===== src/rtl/blur_window_feeder.sv =====
`default_nettype none
// ============================================================================
// Module   : blur_window_feeder
// Purpose  : Producer side of the blur_controller window interface. Walks the
//            anchor over the frame strip-major (rows inside a 16-column strip),
//            fetches each 20-pixel window from word-wide frame memory and
//            stages it while the controller processes the current window.
// Ports    : clk, n_rst (async, active-low)
//            start / busy / frame_done          frame control
//            mem_req / mem_addr / mem_ack / mem_rdata   word read port
//            anchor_moving / anchor_x / anchor_y / blur_in   window output
//            blur_final                          controller finished window
// Revision : 1.0  initial release
// ============================================================================
module blur_window_feeder #(
   parameter int IMG_W  = 640,
   parameter int IMG_H  = 480,
   parameter int ADDR_W = 20,
   parameter int BASE   = 0
) (
   input  logic              clk,
   input  logic              n_rst,
   input  logic              start,
   output logic              busy,
   output logic              frame_done,
   output logic              mem_req,
   output logic [ADDR_W-1:0] mem_addr,
   input  logic              mem_ack,
   input  logic [31:0]       mem_rdata,
   output logic              anchor_moving,
   output logic [31:0]       anchor_x,
   output logic [31:0]       anchor_y,
   output logic [19:0][7:0]  blur_in,
   input  logic              blur_final
);

   localparam int          c_WPR    = IMG_W / 4;
   localparam logic [31:0] c_LAST_Y = 32'(IMG_W - 16);
   localparam logic [31:0] c_LAST_X = 32'(IMG_H - 1);

   typedef enum logic [1:0] {
      S_IDLE   = 2'd0,
      S_FETCH  = 2'd1,
      S_STAGED = 2'd2,
      S_DRAIN  = 2'd3
   } state_t;

   state_t           r_state;
   logic [31:0]      r_fx;          // row of the window being fetched/staged
   logic [31:0]      r_fy;          // strip start column of that window
   logic [2:0]       r_k;           // word slot 0..5 = word anchor_y/4-1+k
   logic [19:0][7:0] r_stage;
   logic             r_win_busy;

   logic [ADDR_W-1:0] w_addr;
   logic [2:0]        w_k_last;
   logic [2:0]        w_k_first;
   logic [31:0]       w_nx;
   logic [31:0]       w_ny;
   logic              w_last_win;
   logic [19:0][7:0]  w_stage_nxt;
   logic [19:0][7:0]  w_win;

   // Right strip has no word beyond the frame edge, so the fetch stops at slot 4.
   assign w_k_last   = (r_fy == c_LAST_Y) ? 3'd4 : 3'd5;
   assign w_last_win = (r_fx == c_LAST_X) && (r_fy == c_LAST_Y);
   assign w_nx       = (r_fx == c_LAST_X) ? 32'd0 : r_fx + 32'd1;
   assign w_ny       = (r_fx == c_LAST_X) ? r_fy + 32'd16 : r_fy;
   // Left strip skips slot 0, which would lie left of column 0.
   assign w_k_first  = (w_ny == 32'd0) ? 3'd1 : 3'd0;

   assign w_addr = ADDR_W'(BASE) + ADDR_W'(r_fx * c_WPR) + ADDR_W'(r_fy >> 2)
                 + ADDR_W'(r_k) - ADDR_W'(1);

   // Gated so the address bus reads 0 whenever no request is pending.
   assign mem_addr = mem_req ? w_addr : '0;

   // Slot k carries columns anchor_y-4+4k .. +3; staging index i holds column
   // anchor_y-2+i, so byte (i+2)%4 of slot (i+2)/4 lands in entry i. The two
   // lowest bytes of slot 0 and the two highest of slot 5 fall outside.
   always_comb begin
      w_stage_nxt = r_stage;
      for (int i = 0; i < 20; i++) begin
         if (r_k == 3'((i + 2) / 4))
            w_stage_nxt[i] = mem_rdata[((i + 2) % 4) * 8 +: 8];
      end
   end

   // Edge strips never fetched their outer columns; replicate the frame edge.
   always_comb begin
      w_win = r_stage;
      if (r_fy == 32'd0) begin
         w_win[0] = r_stage[2];
         w_win[1] = r_stage[2];
      end
      if (r_fy == c_LAST_Y) begin
         w_win[18] = r_stage[17];
         w_win[19] = r_stage[17];
      end
   end

   always_ff @(posedge clk or negedge n_rst) begin
      if (!n_rst) begin
         r_state       <= S_IDLE;
         r_fx          <= '0;
         r_fy          <= '0;
         r_k           <= '0;
         r_stage       <= '0;
         r_win_busy    <= 1'b0;
         busy          <= 1'b0;
         frame_done    <= 1'b0;
         mem_req       <= 1'b0;
         anchor_moving <= 1'b0;
         anchor_x      <= '0;
         anchor_y      <= '0;
         blur_in       <= '0;
      end else begin
         anchor_moving <= 1'b0;
         frame_done    <= 1'b0;
         // A hand-over in the same cycle re-sets win_busy below.
         if (blur_final)
            r_win_busy <= 1'b0;

         case (r_state)
            S_IDLE: begin
               if (start) begin
                  busy    <= 1'b1;
                  r_fx    <= '0;
                  r_fy    <= '0;
                  r_k     <= 3'd1;
                  mem_req <= 1'b1;
                  r_state <= S_FETCH;
               end
            end

            S_FETCH: begin
               if (mem_ack) begin
                  r_stage <= w_stage_nxt;
                  if (r_k == w_k_last) begin
                     mem_req <= 1'b0;
                     r_state <= S_STAGED;
                  end else begin
                     r_k <= r_k + 3'd1;
                  end
               end
            end

            S_STAGED: begin
               if (!r_win_busy || blur_final) begin
                  blur_in       <= w_win;
                  anchor_x      <= r_fx;
                  anchor_y      <= r_fy;
                  anchor_moving <= 1'b1;
                  r_win_busy    <= 1'b1;
                  if (w_last_win) begin
                     r_state <= S_DRAIN;
                  end else begin
                     r_fx    <= w_nx;
                     r_fy    <= w_ny;
                     r_k     <= w_k_first;
                     mem_req <= 1'b1;
                     r_state <= S_FETCH;
                  end
               end
            end

            S_DRAIN: begin
               if (blur_final) begin
                  frame_done <= 1'b1;
                  busy       <= 1'b0;
                  r_state    <= S_IDLE;
               end
            end

            default: r_state <= S_IDLE;
         endcase
      end
   end

endmodule
`default_nettype wire


===== config.mk =====
export PLATFORM = sky130hd
export DESIGN_NAME = blur_window_feeder
export DESIGN_NICKNAME = d
export VERILOG_FILES = /design/src/rtl/blur_window_feeder.sv
export SDC_FILE = /design/constraint.sdc
export NUM_CORES = 1
export LEC_CHECK = 0
export CORE_UTILIZATION = 60
export CTS_BUF_LIST = sky130_fd_sc_hd__clkbuf_4
export CTS_CLUSTER_DIAMETER = 60
export DETAILED_ROUTE_END_ITERATION = 12
export GPL_TIMING_DRIVEN = 0
export PLACE_DENSITY = 0.86
export SLEW_MARGIN = 20
export SYNTH_ARGS = -nofsm -noshare
export SYNTH_HDL_FRONTEND = slang
export SYNTH_SLANG_ARGS = --single-unit
export TNS_END_PERCENT = 1

===== constraint.sdc =====
create_clock -name clk -period 9.7 [get_ports clk]
set_input_delay 1.94 -clock clk [delete_from_list [all_inputs] [get_ports clk]]
set_output_delay 1.94 -clock clk [all_outputs]
set_load 0.02 [all_outputs]

### Yosys cells after proc, flatten, opt, wreduce, memory -nomap -nowiden

Index checks and enable logic that the tools add are counted.

| word-level totals | value |
|---|---|
| output and inout bits | 248 |
| register bits after elaboration | 458 |
| logic and storage cells | 140 |

| cells by class | value |
|---|---|
| $add $sub $neg | 6 |
| multiply operators | 1 |
| reduce and logical (&&, ||, !) cells | 22 |
| eq/ne operators | 18 |
| multiplexer cells | 42 |

Operator list:

| cell | count |
|---|---|
| 32-bit 2-to-1 mux | 7 |
| 32-bit one-hot mux with 2 select lines | 2 |
| 32-bit zero test | 2 |
| 32-bit by 1-bit adder with 32-bit output (second input constant) | 1 |
| 32-bit by 5-bit adder with 32-bit output (second input constant) | 1 |
| 32-bit by 10-bit equality test with 1-bit output (second input constant) | 1 |
| 32-bit by 9-bit equality test with 1-bit output (second input constant) | 1 |
| 32-bit by 3-bit multiplier with 15-bit output (second input constant) | 1 |
| 16-bit 2-to-1 mux | 2 |
| 3-bit AND reduction | 7 |
| 20-bit adder | 1 |
| 20-bit by 3-bit adder with 20-bit output | 1 |
| 20-bit 2-to-1 mux | 1 |
| 20-bit by 1-bit subtractor with 20-bit output (second input constant) | 1 |
| 1-bit 2-to-1 mux | 15 |
| 3-bit 2-to-1 mux | 5 |
| 2-bit inequality test (second input constant) | 7 |
| 2-bit 2-to-1 mux | 6 |
| 6-bit AND reduction | 2 |
| 3-bit one-hot mux with 3 select lines | 1 |
| 2-bit one-hot mux with 4 select lines | 1 |
| 3-bit by 2-bit equality test with 1-bit output (second input constant) | 2 |
| 3-bit equality test (second input constant) | 2 |
| 5-bit AND reduction | 1 |
| other kinds (16) | 18 |

### Longest topological paths before layout

Gate-level depths: netlist of the first run.

| depth | value |
|---|---|
| depth after elaboration | 7 |
| depth in mapped cells | 19 |
| mapped depth without buffers | 19 |

### Least setup slack after synthesis of the first run

OpenSTA, ideal clock, no wires.

| timing path | value |
|---|---|
| kind | reg-to-output |
| start | reg r_fx[3] |
| end | out mem_addr[18] |
| path slack | 3.675 ns |
| path buffers | 0 |
| data arrival time | 4.085 ns |
| stages on the path, launching flop included | 18 |
| path through | dfrtp_1 > ha_1 > ha_1 > fa_1 > a21o_1 > a21oi_1 > o21bai_1 > a21oi_1 > o21ai_0 > and4b_1 > nor4_1 > ha_1 > inv_1 > ha_1 > nand2_1 > nor3_1 > and3_1 > or4_1 |

| on the way | value |
|---|---|
| word-level cells in the longest chain between the ends | 5 |

Ends and longest elaborated chain:

| what | line | RTL |
|---|---|---|
| start: declaration | 49 | `logic [31:0] r_fx;` |
| start signal: assignment | 158 | `r_fx <= w_nx;` |
| 32-bit by 3-bit multiplier with 15-bit output | 72 | `assign w_addr = ADDR_W'(BASE) + ADDR_W'(r_fx * c_WPR) + ADDR_W'(r_fy >> 2)` |
| 20-bit adder | 72 |  |
| 20-bit by 3-bit adder with 20-bit output | 73 | `+ ADDR_W'(r_k) - ADDR_W'(1);` |
| 20-bit by 1-bit subtractor with 20-bit output | 73 |  |
| 20-bit 2-to-1 mux | 76 | `assign mem_addr = mem_req ? w_addr : '0;` |
| end: declaration | 27 | `output logic [ADDR_W-1:0] mem_addr,` |

No other way between the ends.

### Worst setup path after layout of the first run

| timing path | value |
|---|---|
| start | reg r_fx[3] |
| end | out mem_addr[19] |

The elaborated chain is that of the path after synthesis.

==> results of run 1 <==
final cells by class:
class / instances / area, sq um / area share (%)
buffer: 114 / 477 / 1.83
clock inverter: 38 / 216 / 0.831
multi-input combinational: 1473 / 9040 / 34.7
antenna: 3 / 7.51 / 0.0288
sequential: 450 / 11300 / 43.3
timing repair buffer: 285 / 2950 / 11.3
tap: 455 / 569 / 2.19
inverter: 79 / 297 / 1.14
clock buffer: 163 / 1220 / 4.70
worst max path at each step:
stage                                           to  slack, ns  depth (start not counted)                 from
final                                 mem_addr[19]       1.88                         19  r_fx[3]$_DFFE_PN0P_
after global routing                  mem_addr[19]       1.48                         19  r_fx[3]$_DFFE_PN0P_
after CTS                             mem_addr[19]       1.85                         19  r_fx[3]$_DFFE_PN0P_
after detailed placement              mem_addr[19]       2.78                         19  r_fx[3]$_DFFE_PN0P_
after global placement    blur_in[108]$_DFFE_PN0P_     -12.35                          1                n_rst
after floorplan                       mem_addr[18]       3.67                         17  r_fx[3]$_DFFE_PN0P_
registers in the layout (all words and copies together), names as in the netlist:
register,cells
anchor_moving,1
anchor_x,32
anchor_y,28
blur_in,160
busy,1
frame_done,1
mem_req,1
r_fx,32
r_fy,28
r_k,3
r_stage,160
r_state,2
r_win_busy,1
cells in the final DEF, fill, tap and decap left out, types with 7 or more instances in the layout:
cell type / count
clkbuf_4: 163
buf_2: 12
dfrtp_1: 450
mux2_2: 161
o31ai_1: 15
a21oi_1: 48
o21ai_0: 132
or3_1: 9
ha_1: 69
inv_1: 77
clkdlybuf4s50_1: 279
xnor2_1: 30
nor2b_1: 9
nand2_1: 624
and4_1: 8
clkinv_1: 28
nor4_1: 19
nand3_1: 41
and3_1: 20
clkbuf_1: 88
a21o_1: 12
xor2_1: 12
a31oi_1: 14
nor3_1: 33
a22o_1: 7
mux2i_1: 42
buf_1: 7
and2_1: 20
nor2_1: 49
nand4_1: 15
metal layers:
metal	up-vias	part of all wire [%]	global-route usage, %
met5	-	0	0
met4	0	4.7	19.7
met3	195	9.1	10.3
met2	883	49	60.6
met1	8724	37	41.7
li1	8027	-	-
cell families after synthesis:
kind of cell | Yosys count | synth area share, %
adder cells (fa/ha/maj) | 71 | 4.29
multiplexers | 203 | 10.6
other | 1 | 0.0178
AND/OR/NAND/NOR | 884 | 18.6
AO/OA/AOI/OAI | 269 | 7.60
flip-flops | 450 | 53.5
XOR/XNOR | 42 | 1.75
buffers and inverters | 193 | 3.67
critical path, delay by kind of cell, from the launching register on:
| family | cells | cell delay, ns |
|---|---|---|
| fa+ha+maj | 5 | 1.52 |
| compound gates | 7 | 1.45 |
| simple gates | 4 | 0.74 |
| buf+inv | 2 | 0.65 |
| flops | 1 | 0.55 |
| xor+xnor | 1 | 0.13 |
power breakdown:
part	switching, mW	internal (mW)
logic	1.93	1.34
clock network	0.798	0.825
registers	0.355	2.40
==> results.yml, run 1 <==
status:
  status: "finished, final reports clean"
logic_synthesis:
  yosysWarnings: 0
  ys_seq_area_share_pct: 53.5
  synth_edf_count: 0
  avgSynthCellArea_sq_um: 9.96
  synthFlopType: "dfrtp_1"
  synth_cell_type_count: 64
  synthTopCellsByCount: "nand2_1 (624), dfrtp_1 (450), mux2_2 (161), o21ai_0 (132), clkbuf_1 (88)"
  synth.top_cell.area_share_pct: 53.5
  syn_area_sq_um: 21100
  yosys.area.top_type: "dfrtp_1"
  synth_area_leaders: "dfrtp_1 (53%), nand2_1 (11%), mux2_2 (8.6%)"
  postSynth.asyncResetShare_pct: 100
  yosysMostFrequentCell: "nand2_1"
  yosys_register_bits: 450
  syn-instance-count: 2113
die:
  rows: 68
  start_util_pct: 60.9
  core_sq_um: 34500
  dieArea_sq_um: 35800
  die_w_um: 189
  die_h_um: 189
  io_pins: 285
cts:
  cts_resized: 0
  h-tree-depth: 3
  cts_tree: "yes"
  post_cts_buffers: 0
  clk_path_buf_depth: 3
  cts_buffers: 112
  path_clk_slew_ns: 0.07
  cts-root-buf: "clkbuf_4"
  cts.sinks: 450
  clkLatencyLatePin_ns: 0.87
  hold_buffers: 0
sta:
  setup_viol: 0
  post-route-period-util_pct: 80.6
  rsz0062_at_grt: "no"
  period_needed_ns: 7.82
  tightest_slew_ns: 1.09
  relSlewSlack_pct: 27.2
  finClkSkew_ns: 0.0859
  hold_slack_ns: 0.410
  layout_setup_ws_ns: 1.88
  finalMaxSlewViolations: 0
  fmax_ghz: 0.128
  hold_viol_final: 0
  setup_tns_ns: 0
power_and_ir_drop:
  total_power_mw: 7.64
  powerDensity_nw_per_um2: 294
  p_leak_nw: 12.8
  vdd_drop_max_v: 0.000385
placement:
  place_ws_ns: 2.78
  port_buffers: 280
  dpl.hpwl_um: 45000
  finalWeightedCongestion: 0.921
  place_area_sq_um: 24600
  dp.cells: 2856
grt:
  antenna_found_initial: 2
  grt_pass1_vias: 18268
  grt_start_max_net_pins: 90
  grt_overflow: 0
  grtUsageTotal_pct: 36.1
  grt_pass1_wl_um: 99300
critical_path:
  arrival_ns: 5.88
  cp_slowest_cell: "clkdlybuf4s50_1"
  cpPeakStageDelay_ns: 0.59
  endpoint_kind: "output pin"
  path_class: "reg2out"
  r2r_cells: 9
  cp_max_fo: 10
  critPathMostFrequentCell: "ha_1"
  worstSetupStartpointType: "flop"
  crit_required_ns: 7.76
  worstPathCellList: "ha_1 -> ha_1 -> fa_1 -> a21o_1 -> a21oi_1 -> o21bai_1 -> a21oi_1 -> o21ai_0 -> and4b_1 -> nor4_1 -> ha_1 -> inv_1 -> ha_1 -> a211oi_1 -> nand2_1 -> o21ai_0 -> xnor2_1 -> and2_1 -> clkdlybuf4s50_1"
  r2r_slack_ns: 5.86
  reg2reg_from: "r_fy[24]$_DFFE_PN0P_"
  r2r-end: "r_fx[5]$_DFFE_PN0P_"
layout:
  post-route-util_pct: 75.4
  num-fill-cells: 2274
  drive_above_1_share_pct: 14.7
  syn_to_final_growth_pct: 23.7
  design_area_sq_um: 26000
  final_cells: 3060
  nNetsFinal: 2623
routing:
  wl_per_cell_um: 20.7
  vias_per_cell: 5.83
  antenna_left: 0
  drcViolationCount: 0
  routed_wl_um: 63400
  num_vias: 17829
  drt_iter0_drc: 1290
  dr.pass1.iters: 6
worst_hold_path:
  whs_path_depth: 2
  worstHoldEndpoint: "blur_in[120]$_DFFE_PN0P_"
  worstHoldPathType: "reg2reg"
  min_from: "r_stage[120]$_DFFE_PN0P_"
flow_run:
  cap_violations: 0
Power figures use the tool's default switching activity.
==> run 2, diff against run 1 <==
--- a/config.mk
+++ b/config.mk
@@ -5,12 +5,12 @@
 export SDC_FILE = /design/constraint.sdc
 export NUM_CORES = 1
 export LEC_CHECK = 0
-export CORE_UTILIZATION = 60
+export CORE_UTILIZATION = 57
 export CTS_BUF_LIST = sky130_fd_sc_hd__clkbuf_4
 export CTS_CLUSTER_DIAMETER = 60
 export DETAILED_ROUTE_END_ITERATION = 12
 export GPL_TIMING_DRIVEN = 0
-export PLACE_DENSITY = 0.86
+export PLACE_DENSITY = 0.82
 export SLEW_MARGIN = 20
 export SYNTH_ARGS = -nofsm -noshare
 export SYNTH_HDL_FRONTEND = slang
==> constraint.sdc (replaced) <==
create_clock -name clk -period 8.05 [get_ports clk]
set_input_delay 1.61 -clock clk [delete_from_list [all_inputs] [get_ports clk]]
set_output_delay 1.61 -clock clk [all_outputs]
set_load 0.02 [all_outputs]
==> run 2 against run 1 <==
First-iteration DRC count down 14%. Sequential cell count unchanged. Routed wire length down 2.0%. Cell count about the same. Largest cell class unchanged.
==> results.yml, run 2 (synthesized netlist as in run 1, its figures left out) <==
cts:
  path_clk_slew_ns: 0.07
  cts.sinks: 450
  clkLatencyLatePin_ns: 0.84
  h-tree-depth: 3
  cts_resized: 0
  clk_path_buf_depth: 3
  cts_tree: "yes"
  cts_buffers: 112
  post_cts_buffers: 0
  hold_buffers: 0
  cts-root-buf: "clkbuf_4"
placement:
  dp.cells: 2869
  finalWeightedCongestion: 0.899
  place_ws_ns: 1.37
  place_area_sq_um: 24600
  dpl.hpwl_um: 44900
  port_buffers: 280
power_and_ir_drop:
  sw_frac_of_total_pct: 40.2
  power_frac_seq_pct: 36.4
  p_leak_nw: 12.8
  intPower_mw: 5.43
  p_comb_share_pct: 43.0
  pwr-share-clk_pct: 20.6
  powerDensity_nw_per_um2: 350
  vdd_drop_max_v: 0.000257
  total_power_mw: 9.08
  p_sw_mw: 3.65
layout:
  final_cells: 3057
  mostFrequentLayoutCells: "nand2_1 (624), dfrtp_1 (450), clkdlybuf4s50_1 (279)"
  design_area_sq_um: 25900
  nNetsFinal: 2623
  top_regs: "blur_in x160, r_stage x160"
  post-route-util_pct: 71.2
  drive_above_1_share_pct: 14.5
  syn_to_final_growth_pct: 23.2
  layout_commonest_cell: "nand2_1"
worst_hold_path:
  min_from: "r_stage[130]$_DFFE_PN0P_"
  worstHoldPathType: "reg2reg"
  worstHoldEndpoint: "blur_in[130]$_DFFE_PN0P_"
  whs_path_depth: 2
critical_path:
  path_class: "reg2out"
  endpoint_kind: "output pin"
  reg2reg_from: "r_fy[24]$_DFFE_PN0P_"
  cp_max_fo: 10
  r2r_slack_ns: 4.14
  arrival_ns: 5.98
  r2r-end: "r_fx[16]$_DFFE_PN0P_"
  worstSetupStartpointType: "flop"
  crit_required_ns: 6.44
  r2r_cells: 9
grt:
  grt_overflow: 0
  antenna_found_initial: 2
  use_met3_pct: 8.05
  grtUsageTotal_pct: 33.7
  busiest_layer: "met2"
  grt_start_max_net_pins: 90
  grt_pass1_wl_um: 98300
  gr-usage-met2_pct: 57.4
  grt_pass1_vias: 17983
  met1_usage_pct: 40.2
sta:
  hold_viol_final: 0
  post-route-period-util_pct: 94.3
  setup_tns_ns: 0
  tightest_slew_ns: 1.13
  setup_viol: 0
  rsz0062_at_grt: "no"
  fmax_ghz: 0.132
  hold_slack_ns: 0.451
  layout_setup_ws_ns: 0.459
  relSlewSlack_pct: 24.9
  finClkSkew_ns: 0.0564
  finalMaxSlewViolations: 0
  period_needed_ns: 7.59
status:
  status: "finished, final reports clean"
routing:
  routed_wl_um: 62100
  num_vias: 17465
  drt_iter0_drc: 1109
  vias_per_cell: 5.71
  drcViolationCount: 0
  dr.pass1.iters: 5
  wl_per_cell_um: 20.3
  antenna_left: 0
flow_run:
  cap_violations: 0
die:
  start_util_pct: 57.8
  io_pins: 285
  rows: 70
  die_w_um: 194
  core_sq_um: 36400
  dieArea_sq_um: 37700
  die_h_um: 194
==> run 2: area by class of cell <==
class                   count  area, sq um
flip-flops and latches    450        11300
clock inverters            28          143
repair buffers            285         2950
fillers                  2719        10500
multi-input cells        1473         9040
clock buffers             159         1190
diodes                      1         2.50
inverters                  79          297
plain buffers             114          477
well taps                 468          586
==> run 2: worst max-delay path by stage <==
stage / startpoint / to / cells after the start
3_3_place_gp: n_rst / blur_in[115]$_DFFE_PN0P_ / 1
2_1_floorplan: r_fx[3]$_DFFE_PN0P_ / mem_addr[18] / 17
5_1_grt: r_fx[3]$_DFFE_PN0P_ / mem_addr[19] / 19
3_5_place_dp: r_fx[3]$_DFFE_PN0P_ / mem_addr[19] / 19
4_1_cts: r_fx[3]$_DFFE_PN0P_ / mem_addr[19] / 19
6_report: r_fx[3]$_DFFE_PN0P_ / mem_addr[19] / 19
==> run 2: metal layers <==
| metal | routed length, um | vias up |
|---|---|---|
| li1 | - | 8004 |
| met1 | 24400 | 8672 |
| met2 | 30800 | 641 |
| met3 | 4400 | 148 |
| met4 | 2470 | 0 |
| met5 | 0 | - |
==> run 2: critical path, cell delays in order (launching register included) <==
cell,delay (ns)
dfrtp_1,0.57
ha_1,0.31
ha_1,0.25
fa_1,0.42
a21o_1,0.17
a21oi_1,0.22
o21bai_1,0.09
a21oi_1,0.24
o21ai_0,0.24
and4b_1,0.24
nor4_1,0.27
ha_1,0.29
inv_1,0.06
ha_1,0.27
a211oi_1,0.36
nand2_1,0.09
o21ai_0,0.20
xnor2_1,0.13
and2_1,0.13
clkdlybuf4s50_1,0.59
==> run 2: power by group through the flow <==
| stage | registers [mW] | clock network, mW | logic (mW) |
|---|---|---|---|
| 2_1_floorplan | 3.57 | 0 | 1.84 |
| 3_5_place_dp | 3.33 | 0 | 3.88 |
| 5_1_grt | 3.37 | 2.02 | 4.20 |
| 3_3_place_gp | 3.31 | 0 | 3.78 |
| 4_1_cts | 3.30 | 1.90 | 3.90 |
| 6_report | 3.31 | 1.87 | 3.90 |
